<file path="src/rtl/mfm_writer.sv">
// mfm_writer: streams bytes from an upstream FIFO to a floppy write head as MFM
// bit cells. Each byte is sent MSB first as 16 cells (clock cell, data cell).
// A cell of value 1 produces a write pulse for the first PULSE_CLKS clocks of
// the cell. One prefetch register (NEXT) allows byte-to-byte streaming with no
// gap cycles.
//
// Optional build macro: MFM_WRITER_UNDERRUN_FILL_EN
//   defined   - on FIFO starvation keep the gate high and send 0x4E gap bytes
//               until FIFO data is available again
//   undefined - on FIFO starvation drop the gate and return to IDLE
//
// state  | meaning
// IDLE   | no session; waiting for enable with FIFO data
// FETCH  | first FIFO read issued, waiting for its data
// SHIFT  | gate high, cells being sent from the shifter
module mfm_writer #(
    parameter int CLKS_PER_CELL = 16,
    parameter int PULSE_CLKS    = 4
) (
    input  logic       i_Clk,
    input  logic       i_Rst_L,
    input  logic       i_Enable,
    input  logic       i_Fifo_Empty,
    output logic       o_Fifo_Rd_En,
    input  logic       i_Fifo_Rd_DV,
    input  logic [7:0] i_Fifo_Rd_Data,
    output logic       o_Write_Gate,
    output logic       o_Write_Pulse,
    output logic       o_Busy,
    output logic       o_Underrun
);

    typedef enum logic [1:0] {
        ST_IDLE  = 2'd0,
        ST_FETCH = 2'd1,
        ST_SHIFT = 2'd2
    } state_t;

    localparam logic [7:0] CELL_LAST = 8'(CLKS_PER_CELL - 1);
    localparam logic [7:0] PULSE_LEN = 8'(PULSE_CLKS);
    localparam logic [7:0] GAP_BYTE  = 8'h4E;

    state_t     state_q, state_d;
    logic [7:0] shift_q, shift_d;
    logic [3:0] cell_q, cell_d;
    logic [7:0] clk_cnt_q, clk_cnt_d;
    logic       prev_q, prev_d;
    logic [7:0] next_q, next_d;
    logic       next_vld_q, next_vld_d;
    logic       rd_out_q, rd_out_d;
    logic       underrun_q, underrun_d;

    logic       rd_en;
    logic       dv_acc;
    logic       cell_end;
    logic       byte_end;
    logic       data_bit;
    logic       cell_val;

    // Cell decode: even cells are clock cells, odd cells carry the data bit.
    always_comb begin
        dv_acc   = i_Fifo_Rd_DV & rd_out_q;
        cell_end = (clk_cnt_q == CELL_LAST);
        byte_end = cell_end && (cell_q == 4'd15);
        data_bit = shift_q[3'd7 - cell_q[3:1]];
        cell_val = cell_q[0] ? data_bit : (~prev_q & ~data_bit);
    end

    // Next-state, counters, prefetch and FIFO read strobe.
    always_comb begin
        state_d    = state_q;
        shift_d    = shift_q;
        cell_d     = cell_q;
        clk_cnt_d  = clk_cnt_q;
        prev_d     = prev_q;
        next_d     = next_q;
        next_vld_d = next_vld_q;
        underrun_d = underrun_q;
        rd_en      = 1'b0;

        case (state_q)
            ST_IDLE: begin
                prev_d     = 1'b0;
                next_vld_d = 1'b0;
                if (i_Enable && !i_Fifo_Empty && !rd_out_q) begin
                    rd_en      = 1'b1;
                    underrun_d = 1'b0;
                    state_d    = ST_FETCH;
                end
            end

            ST_FETCH: begin
                if (dv_acc) begin
                    shift_d   = i_Fifo_Rd_Data;
                    cell_d    = 4'd0;
                    clk_cnt_d = 8'd0;
                    prev_d    = 1'b0;
                    state_d   = ST_SHIFT;
                end
            end

            ST_SHIFT: begin
                if (!next_vld_q && !rd_out_q && !i_Fifo_Empty && i_Enable) begin
                    rd_en = 1'b1;
                end
                if (dv_acc) begin
                    next_d     = i_Fifo_Rd_Data;
                    next_vld_d = 1'b1;
                end

                if (cell_end) begin
                    clk_cnt_d = 8'd0;
                    cell_d    = cell_q + 4'd1;
                    if (cell_q[0]) begin
                        prev_d = data_bit;
                    end
                end else begin
                    clk_cnt_d = clk_cnt_q + 8'd1;
                end

                // Byte boundary: a read landing on this very cycle counts as NEXT.
                if (byte_end) begin
                    if (next_vld_q) begin
                        shift_d    = next_q;
                        next_vld_d = 1'b0;
                    end else if (dv_acc) begin
                        shift_d    = i_Fifo_Rd_Data;
                        next_vld_d = 1'b0;
                    end else if (!i_Enable) begin
                        state_d = ST_IDLE;
                    end else begin
                        underrun_d = 1'b1;
`ifdef MFM_WRITER_UNDERRUN_FILL_EN
                        shift_d = GAP_BYTE;
`else
                        state_d = ST_IDLE;
`endif
                    end
                end
            end

            default: begin
                state_d = ST_IDLE;
            end
        endcase

        rd_out_d = rd_en ? 1'b1 : (dv_acc ? 1'b0 : rd_out_q);
    end

    // State and datapath registers.
    always_ff @(posedge i_Clk or negedge i_Rst_L) begin
        if (!i_Rst_L) begin
            state_q    <= ST_IDLE;
            shift_q    <= 8'd0;
            cell_q     <= 4'd0;
            clk_cnt_q  <= 8'd0;
            prev_q     <= 1'b0;
            next_q     <= 8'd0;
            next_vld_q <= 1'b0;
            rd_out_q   <= 1'b0;
            underrun_q <= 1'b0;
        end else begin
            state_q    <= state_d;
            shift_q    <= shift_d;
            cell_q     <= cell_d;
            clk_cnt_q  <= clk_cnt_d;
            prev_q     <= prev_d;
            next_q     <= next_d;
            next_vld_q <= next_vld_d;
            rd_out_q   <= rd_out_d;
            underrun_q <= underrun_d;
        end
    end

    // Outputs; the read strobe is gated so it is low while reset is held.
    always_comb begin
        o_Fifo_Rd_En  = rd_en & i_Rst_L;
        o_Write_Gate  = (state_q == ST_SHIFT);
        o_Write_Pulse = (state_q == ST_SHIFT) && cell_val && (clk_cnt_q < PULSE_LEN);
        o_Busy        = (state_q != ST_IDLE);
        o_Underrun    = underrun_q;
    end

    // GAP_BYTE is only referenced when the fill option is built in.
    logic unused_gap;
    assign unused_gap = ^GAP_BYTE;

endmodule
</file>
<file path="config.mk">
export PLATFORM = sky130hd
export DESIGN_NAME = mfm_writer
export DESIGN_NICKNAME = d
export VERILOG_FILES = /design/src/rtl/mfm_writer.sv
export SDC_FILE = /design/constraint.sdc
export NUM_CORES = 1
export LEC_CHECK = 0
export CAP_MARGIN = 5
export CELL_PAD_IN_SITES_DETAIL_PLACEMENT = 0
export CELL_PAD_IN_SITES_GLOBAL_PLACEMENT = 2
export CORE_MARGIN = 3
export CORE_UTILIZATION = 40
export DETAILED_ROUTE_END_ITERATION = 8
export PLACE_DENSITY_LB_ADDON = 0.3
export SYNTH_ARGS = -nofsm -noshare
export SYNTH_HDL_FRONTEND = slang
export SYNTH_SLANG_ARGS = --single-unit
export TNS_END_PERCENT = 1
</file>
<file path="constraint.sdc">
create_clock -name i_Clk -period 5.15 [get_ports i_Clk]
set_clock_uncertainty 0.05 [all_clocks]
set_input_delay 0.515 -clock i_Clk [delete_from_list [all_inputs] [get_ports i_Clk]]
set_output_delay 0.515 -clock i_Clk [all_outputs]
set_load 0.02 [all_outputs]
</file>
==> results of run 1 <==
registers in the layout (all words and copies together) (netlist names):
name and flops:
next_q 8, prev_q 1, next_vld_q 1, o_Underrun 1
state_q 2, cell_q 4, shift_q 8, rd_out_q 1
clk_cnt_q 8
how the worst max path moves through the flow:
stage / depth (start not counted) / slack, ns / end / startpoint
floorplan: 4 / 2.66 / o_Write_Pulse / cell_q[1]$_DFFE_PN0P_
global placement: 5 / 2.07 / o_Fifo_Rd_En / i_Enable
detailed placement: 5 / 2.03 / o_Fifo_Rd_En / i_Enable
CTS: 5 / 1.98 / o_Write_Pulse / cell_q[1]$_DFFE_PN0P_
global route: 5 / 1.83 / o_Write_Pulse / cell_q[3]$_DFFE_PN0P_
finish: 5 / 2.03 / o_Write_Pulse / cell_q[1]$_DFFE_PN0P_
critical path: stages, from the launching register on:
cell	delay, ns
dfrtp_1	0.43
mux4_2	0.52
mux2i_1	0.31
mux2i_1	0.12
nor4bb_1	0.26
clkdlybuf4s50_1	0.64
logic make-up after synthesis:
| family | count (synthesis) | synth area share [%] |
|---|---|---|
| and+or+nand+nor | 45 | 14.9 |
| muxes | 15 | 11.0 |
| xor gates and xnor gates | 2 | 1.03 |
| adders and majority gates | 2 | 1.48 |
| AOI/OAI and AO/OA | 43 | 18.7 |
| DFF | 34 | 50.2 |
| buffers and inverters | 9 | 2.66 |
power by group through the flow:
stage          Sequential (W)  Clock (W)  Combinational (W)
3_3_place_gp         0.000459          0           0.000305
4_1_cts              0.000460   0.000209           0.000313
2_1_floorplan        0.000425          0           0.000262
3_5_place_dp         0.000463          0           0.000312
6_report             0.000460   0.000201           0.000310
5_1_grt              0.000478   0.000221           0.000344
per-stage QoR:
| stage | power (W) | setup slack, ns | std cells | utilization, % | hold slack, ns |
|---|---|---|---|---|---|
| final | 0.000971 | 2.03 | 220 | 49.1 | 0.454 |
| after global routing | 0.00104 | 1.83 | 220 | 49.1 | 0.470 |
| after CTS | 0.000982 | 1.98 | 220 | 49.1 | 0.459 |
| after detailed placement | 0.000775 | 2.03 | 212 | 46.8 | 0.444 |
| after global placement | 0.000764 | 2.07 | 212 | 46.8 | 0.437 |
| after floorplan | 0.000687 | 2.66 | 150 | - | 0.169 |
layer usage:
metal | GRT usage, % | vias up | wire [um]
met4 | 5.22 | 0 | 54
met1 | 20.6 | 620 | 1690
met3 | 4.26 | 5 | 111
met2 | 23.6 | 16 | 1690
met5 | 0 | - | 0
li1 | - | 608 | -
Yosys cell counts, types with 2 or more instances:
library cell,count,area (um^2)
nand2_1,11,41.3
a21oi_1,7,35.0
a2bb2oi_1,7,61.3
a41oi_1,3,26.3
and3_1,3,18.8
clkbuf_1,2,7.51
o21ai_0,4,20.0
mux4_2,2,45.0
nor2b_1,2,12.5
nand4_1,2,12.5
a31oi_1,4,25.0
a22o_1,2,17.5
nor2_1,8,30.0
buf_2,3,15.0
nand2b_1,2,12.5
inv_1,2,7.51
nand3b_1,2,15.0
a31o_2,2,17.5
and2_1,3,18.8
nand3_1,6,30.0
o22ai_1,8,50.1
dfrtp_1,34,851
ha_1,2,25.0
mux2i_1,4,40.0
mux2_2,9,101
layout make-up:
class                   count  area [um^2]
inverters                   3         11.3
multi-input cells         107          798
fillers                   375         2070
repair buffers             18          178
clock inverters             1         5.00
clock buffers               7         86.3
well taps                  50         62.6
flip-flops and latches     34          851
==> impl_metrics.ini, run 1 <==
[cts]
postCtsSetupBuffers = 0
clk_latency_ns = 0.28
cts_resized = 0
clk_pin_slew_worst_paths_ns = 0.07
ctsHoldBuffers = 0
cts_tree = yes
cts_buffer_depth = 2
numCtsBuffers = 5
numClockSinks = 34
cts-root-buf = clkbuf_8
htreeDepth = 2

[yosys]
synthFlopType = dfrtp_1
synthArstFlopShare_pct = 100
synth_edf_count = 0
ys_types = 41
syn_nets = 165
synth_area_per_cell_um2 = 11.3
netlist_area_mm2 = 0.00169
syn_inst = 150
ys_seq_elements = 34
yosysWarnings = 0
yosysSeqAreaShare_pct = 50.2

[die]
rows = 23
pin_count = 18
start_util_pct = 41.8
coreArea_mm2 = 0.00406
chipHeight_um = 71.1
dieArea_mm2 = 0.00505
fp.dieW_um = 71.1

[critical_path]
crit_path_end_kind = output port
crit_fanout = 5
worstPathRequired_ns = 4.59
cp.arrival_ns = 2.56
cp-start-kind = register
regToRegSetupSlack_ns = 3.00
reg2reg_depth = 4
crit_type = reg2out
rr_endpoint = shift_q[2]$_DFFE_PN0P_
r2r_start = clk_cnt_q[4]$_DFFE_PN0P_

[finish]
area_growth_pct = 17.6
drive_gt1_share_pct = 15.3
final_common_cell = dfrtp_1
fin_nets = 184
antenna_cells = 0
layout_common_cells = 34 x dfrtp_1, 17 x clkdlybuf4s50_1, 11 x nand2_1
final_cell_area_mm2 = 0.00199

[power_and_ir_drop]
power_frac_clock_pct = 20.7
internal_power_w = 0.000634
power_density_mw_per_mm2 = 487
ir_drop_mv = 0.185
power.share.switching_pct = 34.6
p_leak_nw = 0.879
switchingPower_w = 0.000336
seqPwrFrac_pct = 47.4
p_comb_share_pct = 31.9

[routing]
drtIter0Drc = 57
routed_wl_um = 3550
via_per_inst = 5.68
ant_nets = 0
dr.pass1.iters = 4
vias = 1249
drcViolationCount = 0
wire_per_inst_um = 16.1

[sta]
setup_viol = 0
fin_crit_sh_pct = 60.7
clock.fmax_ghz = 0.320
finalCriticalPeriod_ns = 3.12
final_hold_viol_count = 0
worst_slew_pin_slew_ns = 0.538
rsz0062_at_grt = false
fin_tns_setup_ns = 0
relSlewSlack_pct = 63.9
slew_violations = 0

[worst_hold_path]
min_from = shift_q[5]$_DFFE_PN0P_
min_path_cells = 1
hold_class = reg2reg
hold_end = shift_q[5]$_DFFE_PN0P_

[grt]
antenna_found_initial = 0
grt_pass1_wl_um = 5950
overflow = 0
grt_pass1_vias = 1200
track_usage_pct = 15.2
grt_max_degree = 36

[outcome]
status = finished, final reports clean

[placement]
portBuffers = 17
place.gp.congestion = 0.748
place_area_mm2 = 0.00190
place_hpwl_um = 2440

[run]
cap_violations = 0
(Power assumes the default switching activity.)
==> run 2: changes to the inputs <==
--- a/config.mk
+++ b/config.mk
@@ -9,7 +9,7 @@
 export CELL_PAD_IN_SITES_DETAIL_PLACEMENT = 0
 export CELL_PAD_IN_SITES_GLOBAL_PLACEMENT = 2
 export CORE_MARGIN = 3
-export CORE_UTILIZATION = 40
+export CORE_UTILIZATION = 37
 export DETAILED_ROUTE_END_ITERATION = 8
 export PLACE_DENSITY_LB_ADDON = 0.3
 export SYNTH_ARGS = -nofsm -noshare
==> constraint.sdc (replaced) <==
create_clock -name i_Clk -period 3.2 [get_ports i_Clk]
set_clock_uncertainty 0.05 [all_clocks]
set_input_delay 0.32 -clock i_Clk [delete_from_list [all_inputs] [get_ports i_Clk]]
set_output_delay 0.32 -clock i_Clk [all_outputs]
set_load 0.02 [all_outputs]
==> run 2 against run 1 <==
Against the previous run: setup slack worse by 1.7 ns; die area increased by 7.4%; via count grew 1.8%; critical path depth is the same; clock power up 69%; global-route usage decreased by 0.33 points; clock-buffer cell count down 1; first-iteration DRC count rose by 49%; register-to-register slack lost 1.9 ns; combinational power up 65%; cell count grew 0.45%; final area is 0.57% higher; largest cell class unchanged; highest routed layer unchanged.
==> impl_metrics.ini, run 2 (same netlist as run 1, synthesis figures left out) <==
[power_and_ir_drop]
p_leak_nw = 0.882
ir_drop_mv = 0.446
power_frac_clock_pct = 21.3
power_density_mw_per_mm2 = 794
power.share.switching_pct = 35.1
power.total_w = 0.00159
seqPwrFrac_pct = 46.5
internal_power_w = 0.00103
switchingPower_w = 0.000559
p_comb_share_pct = 32.2

[routing]
drtIter0Drc = 85
ant_nets = 0
via_per_inst = 5.76
drcViolationCount = 0
vias = 1272
routed_wl_um = 3580
dr.pass1.iters = 4
wire_per_inst_um = 16.2

[finish]
area_growth_pct = 18.2
drive_gt1_share_pct = 16.4
postLayoutCoreUtil_pct = 47.7
largest_registers = clk_cnt_q x8, next_q x8, shift_q x8
final_common_cell = dfrtp_1
fin_nets = 185
layout_common_cells = 34 x dfrtp_1, 17 x clkdlybuf4s50_1, 11 x nand2_1
antenna_cells = 0

[cts]
clk_latency_ns = 0.28
cts_resized = 0
clk_pin_slew_worst_paths_ns = 0.07
ctsHoldBuffers = 0
numClockSinks = 34
cts_buffer_depth = 2
cts-root-buf = clkbuf_8
htreeDepth = 2
postCtsSetupBuffers = 0
cts_tree = yes
numCtsBuffers = 5

[die]
pin_count = 18
coreArea_mm2 = 0.00420
start_util_pct = 40.3
dieArea_mm2 = 0.00543
rows = 23
fp.dieW_um = 73.7
chipHeight_um = 73.7

[grt]
antenna_found_initial = 0
grt_pass1_vias = 1231
overflow = 0
grt_pass1_wl_um = 6240
track_usage_pct = 14.9
grt_max_degree = 35

[placement]
place.gp.congestion = 0.750
place_hpwl_um = 2440
portBuffers = 17

[critical_path]
crit_path_end_kind = output port
max_stage_delay_ns = 0.65
crit_type = reg2out
crit_top_cell = mux2i_1
crit_fanout = 5
regToRegSetupSlack_ns = 1.08
cp_cell_sequence = mux4_2 > mux2i_1 > mux2i_1 > nor4bb_1 > clkdlybuf4s50_1
reg2reg_depth = 5
crit_family = multiplexers
cpMaxStageDelayCell = clkdlybuf4s50_1
cp-start-kind = register
r2r_start = state_q[0]$_DFFE_PN0P_
path_buf_inv = 1
worstPathRequired_ns = 2.83
cp.arrival_ns = 2.54
rr_endpoint = shift_q[0]$_DFFE_PN0P_

[outcome]
status = finished, final reports clean

[sta]
rsz0062_at_grt = false
worst_slew_pin_slew_ns = 0.511
final_hold_viol_count = 0
slew_violations = 0
whs_ns = 0.420
fin_crit_sh_pct = 90.8
relSlewSlack_pct = 66.0
fin_tns_setup_ns = 0
clock.fmax_ghz = 0.344
setup_viol = 0
finalCriticalPeriod_ns = 2.91

[run]
cap_violations = 0

[worst_hold_path]
hold_class = in2async
run 2: cell count changes in the layout (fill, tap and decap cells not counted):
cell,before,now
buf_4,1,2
clkbuf_1,1,0
clkinvlp_4,0,1
run 2: cell type report:
cell class	instances	area (um^2)
multi-input cells	107	798
inverters	3	11.3
flip-flops and latches	34	851
repair buffers	19	185
clock buffers	6	82.6
well taps	50	62.6
fillers	395	2200
clock inverters	2	12.5
run 2: per-stage QoR:
stage          cells  setup WS, ns  instance area [um^2]
2_1_floorplan    150         0.905                  1690
3_3_place_gp     213         0.520                  1910
3_5_place_dp     213         0.490                  1910
4_1_cts          221         0.270                  2000
5_1_grt          221        0.0742                  2000
6_report         221         0.294                  2000
run 2: worst max path at each step:
stage               slack (ns)             to             startpoint  cells past startpoint
floorplan                 0.91  o_Write_Pulse  cell_q[1]$_DFFE_PN0P_                      4
global placement          0.52   o_Fifo_Rd_En               i_Enable                      5
detailed placement        0.49   o_Fifo_Rd_En               i_Enable                      5
CTS                       0.27  o_Write_Pulse  cell_q[1]$_DFFE_PN0P_                      5
global route              0.07  o_Write_Pulse  cell_q[1]$_DFFE_PN0P_                      5
finish                    0.29  o_Write_Pulse  cell_q[1]$_DFFE_PN0P_                      5
run 2: power groups by stage:
stage | Combinational [W] | Clock (W) | Sequential [W]
final | 0.000512 | 0.000339 | 0.000739
after global routing | 0.000567 | 0.000368 | 0.000763
after CTS | 0.000517 | 0.000348 | 0.000738
after detailed placement | 0.000516 | 0 | 0.000743
after global placement | 0.000502 | 0 | 0.000743
after floorplan | 0.000422 | 0 | 0.000683
run 2: worst register-to-register path, delay by kind of cell, from the launching register on:
family	cells	cell delay, ns
AO/OA/AOI/OAI	3	0.91
flip-flops	1	0.49
AND/OR/NAND/NOR	1	0.34
buffers and inverters	1	0.24
run 2: per-layer routing:
layer	track usage, %	wire length, um	vias up
li1	-	-	617
met1	22.3	1870	625
met2	21.0	1520	26
met3	3.97	149	4
met4	4.43	35	0
met5	0	0	-
==> run 3: changes to the inputs <==
--- a/config.mk
+++ b/config.mk
@@ -5,13 +5,15 @@
 export SDC_FILE = /design/constraint.sdc
 export NUM_CORES = 1
 export LEC_CHECK = 0
+export ABC_AREA = 1
 export CAP_MARGIN = 5
 export CELL_PAD_IN_SITES_DETAIL_PLACEMENT = 0
 export CELL_PAD_IN_SITES_GLOBAL_PLACEMENT = 2
 export CORE_MARGIN = 3
-export CORE_UTILIZATION = 37
+export CORE_UTILIZATION = 33
 export DETAILED_ROUTE_END_ITERATION = 8
 export PLACE_DENSITY_LB_ADDON = 0.3
+export SLEW_MARGIN = 5
 export SYNTH_ARGS = -nofsm -noshare
 export SYNTH_HDL_FRONTEND = slang
 export SYNTH_SLANG_ARGS = --single-unit
==> constraint.sdc (replaced) <==
create_clock -name i_Clk -period 3.3 [get_ports i_Clk]
set_clock_uncertainty 0.05 [all_clocks]
set_input_delay 0.33 -clock i_Clk [delete_from_list [all_inputs] [get_ports i_Clk]]
set_output_delay 0.33 -clock i_Clk [all_outputs]
set_load 0.02 [all_outputs]
==> run 3 against run 2 <==
Against the previous run: flip-flop and latch count is the same; largest cell class is now multi-input gates; clock-buffer cell count is the same; clock power shrank 9.1%; wire length grew 22%; power grew 5.1%; synthesized cell count grew 69%; combinational power grew 32%; critical path depth shrank 1; final area grew 14%; first-iteration DRC count shrank 15%; sequential share of layout area shrank 5.4 points; area after synthesis grew 16%.
==> impl_metrics.ini, run 3 <==
[grt]
antenna_found_initial = 0
use_met2_pct = 20.3
track_usage_pct = 13.6
overflow = 0
grt_use_met3_pct = 3.08
use_met1_pct = 19.0
grt_pass1_vias = 1674
grt_pass1_wl_um = 7750
grt_max_degree = 35
busiest_layer = met2

[routing]
dr.pass1.iters = 4
wire_per_inst_um = 12.6
vias = 1658
via_per_inst = 4.81
drcViolationCount = 0
drtIter0Drc = 72
routed_wl_um = 4360
ant_nets = 0

[yosys]
syn_nets = 268
post-synth-top-area-cell = dfrtp_1
synth_most_common_cell = nand2_1
synthArstFlopShare_pct = 100
synth_area_per_cell_um2 = 7.77
synth_edf_count = 0
yosys-top-cells-area = dfrtp_1 43%, nand2_1 13%, inv_1 6.9%
yosysSeqAreaShare_pct = 43.3
synthFlopType = dfrtp_1
syn_inst = 253
netlist_area_mm2 = 0.00197
ys_types = 25
yosys-top-cells-count = 67 x nand2_1, 36 x inv_1, 34 x dfrtp_1
post-synth-top-area-fraction_pct = 43.3
yosysWarnings = 0
ys_seq_elements = 34

[die]
rows = 27
dieArea_mm2 = 0.00692
fp.dieW_um = 83.2
chipHeight_um = 83.2
pin_count = 18
start_util_pct = 34.9
coreArea_mm2 = 0.00564

[critical_path]
cp.arrival_ns = 2.03
cp-start-kind = register
worstPathRequired_ns = 2.92
max_stage_delay_ns = 0.62
crit_fanout = 15
crit_path_end_kind = output port
cpMaxStageDelayCell = clkdlybuf4s50_1
crit_type = reg2out
cp_cell_sequence = nor2_8 > nand4_1 > a21oi_1 > clkdlybuf4s50_1

[cts]
cts_resized = 0
postCtsSetupBuffers = 0
cts_buffer_depth = 2
numCtsBuffers = 5
cts-root-buf = clkbuf_8
htreeDepth = 2
cts_tree = yes
ctsHoldBuffers = 0
clk_pin_slew_worst_paths_ns = 0.07
numClockSinks = 34
clk_latency_ns = 0.28

[finish]
largest_registers = clk_cnt_q x8, next_q x8, shift_q x8
area_growth_pct = 16.5
fin_nets = 289
layout_common_cells = 67 x nand2_1, 36 x inv_1, 34 x dfrtp_1
drive_gt1_share_pct = 11.7
fillers = 602
multi_input_area_um2 = 938
antenna_cells = 0
final_cell_area_mm2 = 0.00229
regArea_um2 = 851
final_common_cell = nand2_1
final_cells = 345

[placement]
pre_cts_ws_ns = 1.17
portBuffers = 17
place_area_mm2 = 0.00221
placed_cells = 339
place.gp.congestion = 0.755
place_hpwl_um = 3190

[worst_hold_path]
hold_class = reg2reg

[sta]
worst_slew_pin_slew_ns = 0.461
setup_viol = 0
slew_violations = 0
final_hold_viol_count = 0
fin_crit_sh_pct = 73.1
fin_tns_setup_ns = 0
clock.fmax_ghz = 0.414
finalCriticalPeriod_ns = 2.41
fin_ws_ns = 0.887
rsz0062_at_grt = false
relSlewSlack_pct = 69.2

[power_and_ir_drop]
power_density_mw_per_mm2 = 729
ir_drop_mv = 0.443
p_leak_nw = 1.14

[run]
cap_violations = 0

[outcome]
status = finished, final reports clean
==> run 3: changes by cell type after synthesis, sizes merged, moves of 5 or more <==
cell	delta
o22ai	-5
o21ai	+27
nand2	+63
a2bb2oi	-7
nor2	+7
nand3	+22
inv	+35
==> run 3: area by class of cell <==
type	instances	share of cell area [%]
clock buffers	6	3.60
inverters	40	6.66
multi-input cells	175	40.9
flip-flops and latches	34	37.1
well taps	72	3.93
repair buffers	18	7.75
==> run 3: cell families after synthesis <==
kind of cell	share of synthesized area, %
buffers and inverters	9.03
AO/OA/AOI/OAI	10.7
AND/OR/NAND/NOR	29.4
adder cells (fa/ha/maj)	1.27
multiplexers	4.58
flip-flops	43.3
XOR/XNOR	1.78
==> run 3: worst max-delay path, delay by kind of cell, from the launching register on <==
kind                   cells  cell delay [ns]
buffers and inverters      1             0.62
flip-flops                 1             0.54
AO/OA/AOI/OAI              1             0.13
AND/OR/NAND/NOR            2             0.47
==> run 3: through the flow <==
| stage | utilization (%) | total power (W) | hold slack (ns) |
|---|---|---|---|
| 6_report | 40.6 | 0.00167 | 0.428 |
| 3_5_place_dp | 39.2 | 0.00138 | 0.414 |
| 2_1_floorplan | - | 0.00119 | -0.0156 |
| 3_3_place_gp | 39.2 | 0.00138 | 0.412 |
| 4_1_cts | 40.6 | 0.00169 | 0.434 |
| 5_1_grt | 40.6 | 0.00182 | 0.467 |
==> run 3: path summary, 6_finish.rpt <==
| check | to | depth (start not counted) | from | slack, ns |
|---|---|---|---|---|
| worst max-delay path | o_Write_Pulse | 4 | state_q[0]$_DFFE_PN0P_ | 0.89 |
| worst min-delay path | o_Underrun$_DFFE_PN0P_ | 2 | o_Underrun$_DFFE_PN0P_ | 0.43 |
| worst max register to register | shift_q[2]$_DFFE_PN0P_ | 11 | clk_cnt_q[0]$_DFFE_PN0P_ | 1.64 |
| worst min register to register | o_Underrun$_DFFE_PN0P_ | 2 | o_Underrun$_DFFE_PN0P_ | 0.43 |
| max in group asynchronous | next_q[6]$_DFFE_PN0P_ | 2 | i_Rst_L | 2.31 |
| min in group asynchronous | next_q[1]$_DFFE_PN0P_ | 2 | i_Rst_L | 0.55 |
==> run 3: per-layer routing <==
layer  vias to the layer above  part of all wire [%]
met5                         -                     0
met4                         0                   1.7
met3                         9                   3.3
met1                       770                    51
met2                        24                    44
li1                        855                     -
==> run 3: where the power goes <==
part | internal [W] | switching (W) | total (W)
registers | 0.000547 | 0.000138 | 0.000685
clock network | 0.000161 | 0.000147 | 0.000308
logic | 0.000258 | 0.000419 | 0.000677
total | 0.000966 | 0.000704 | 0.00167
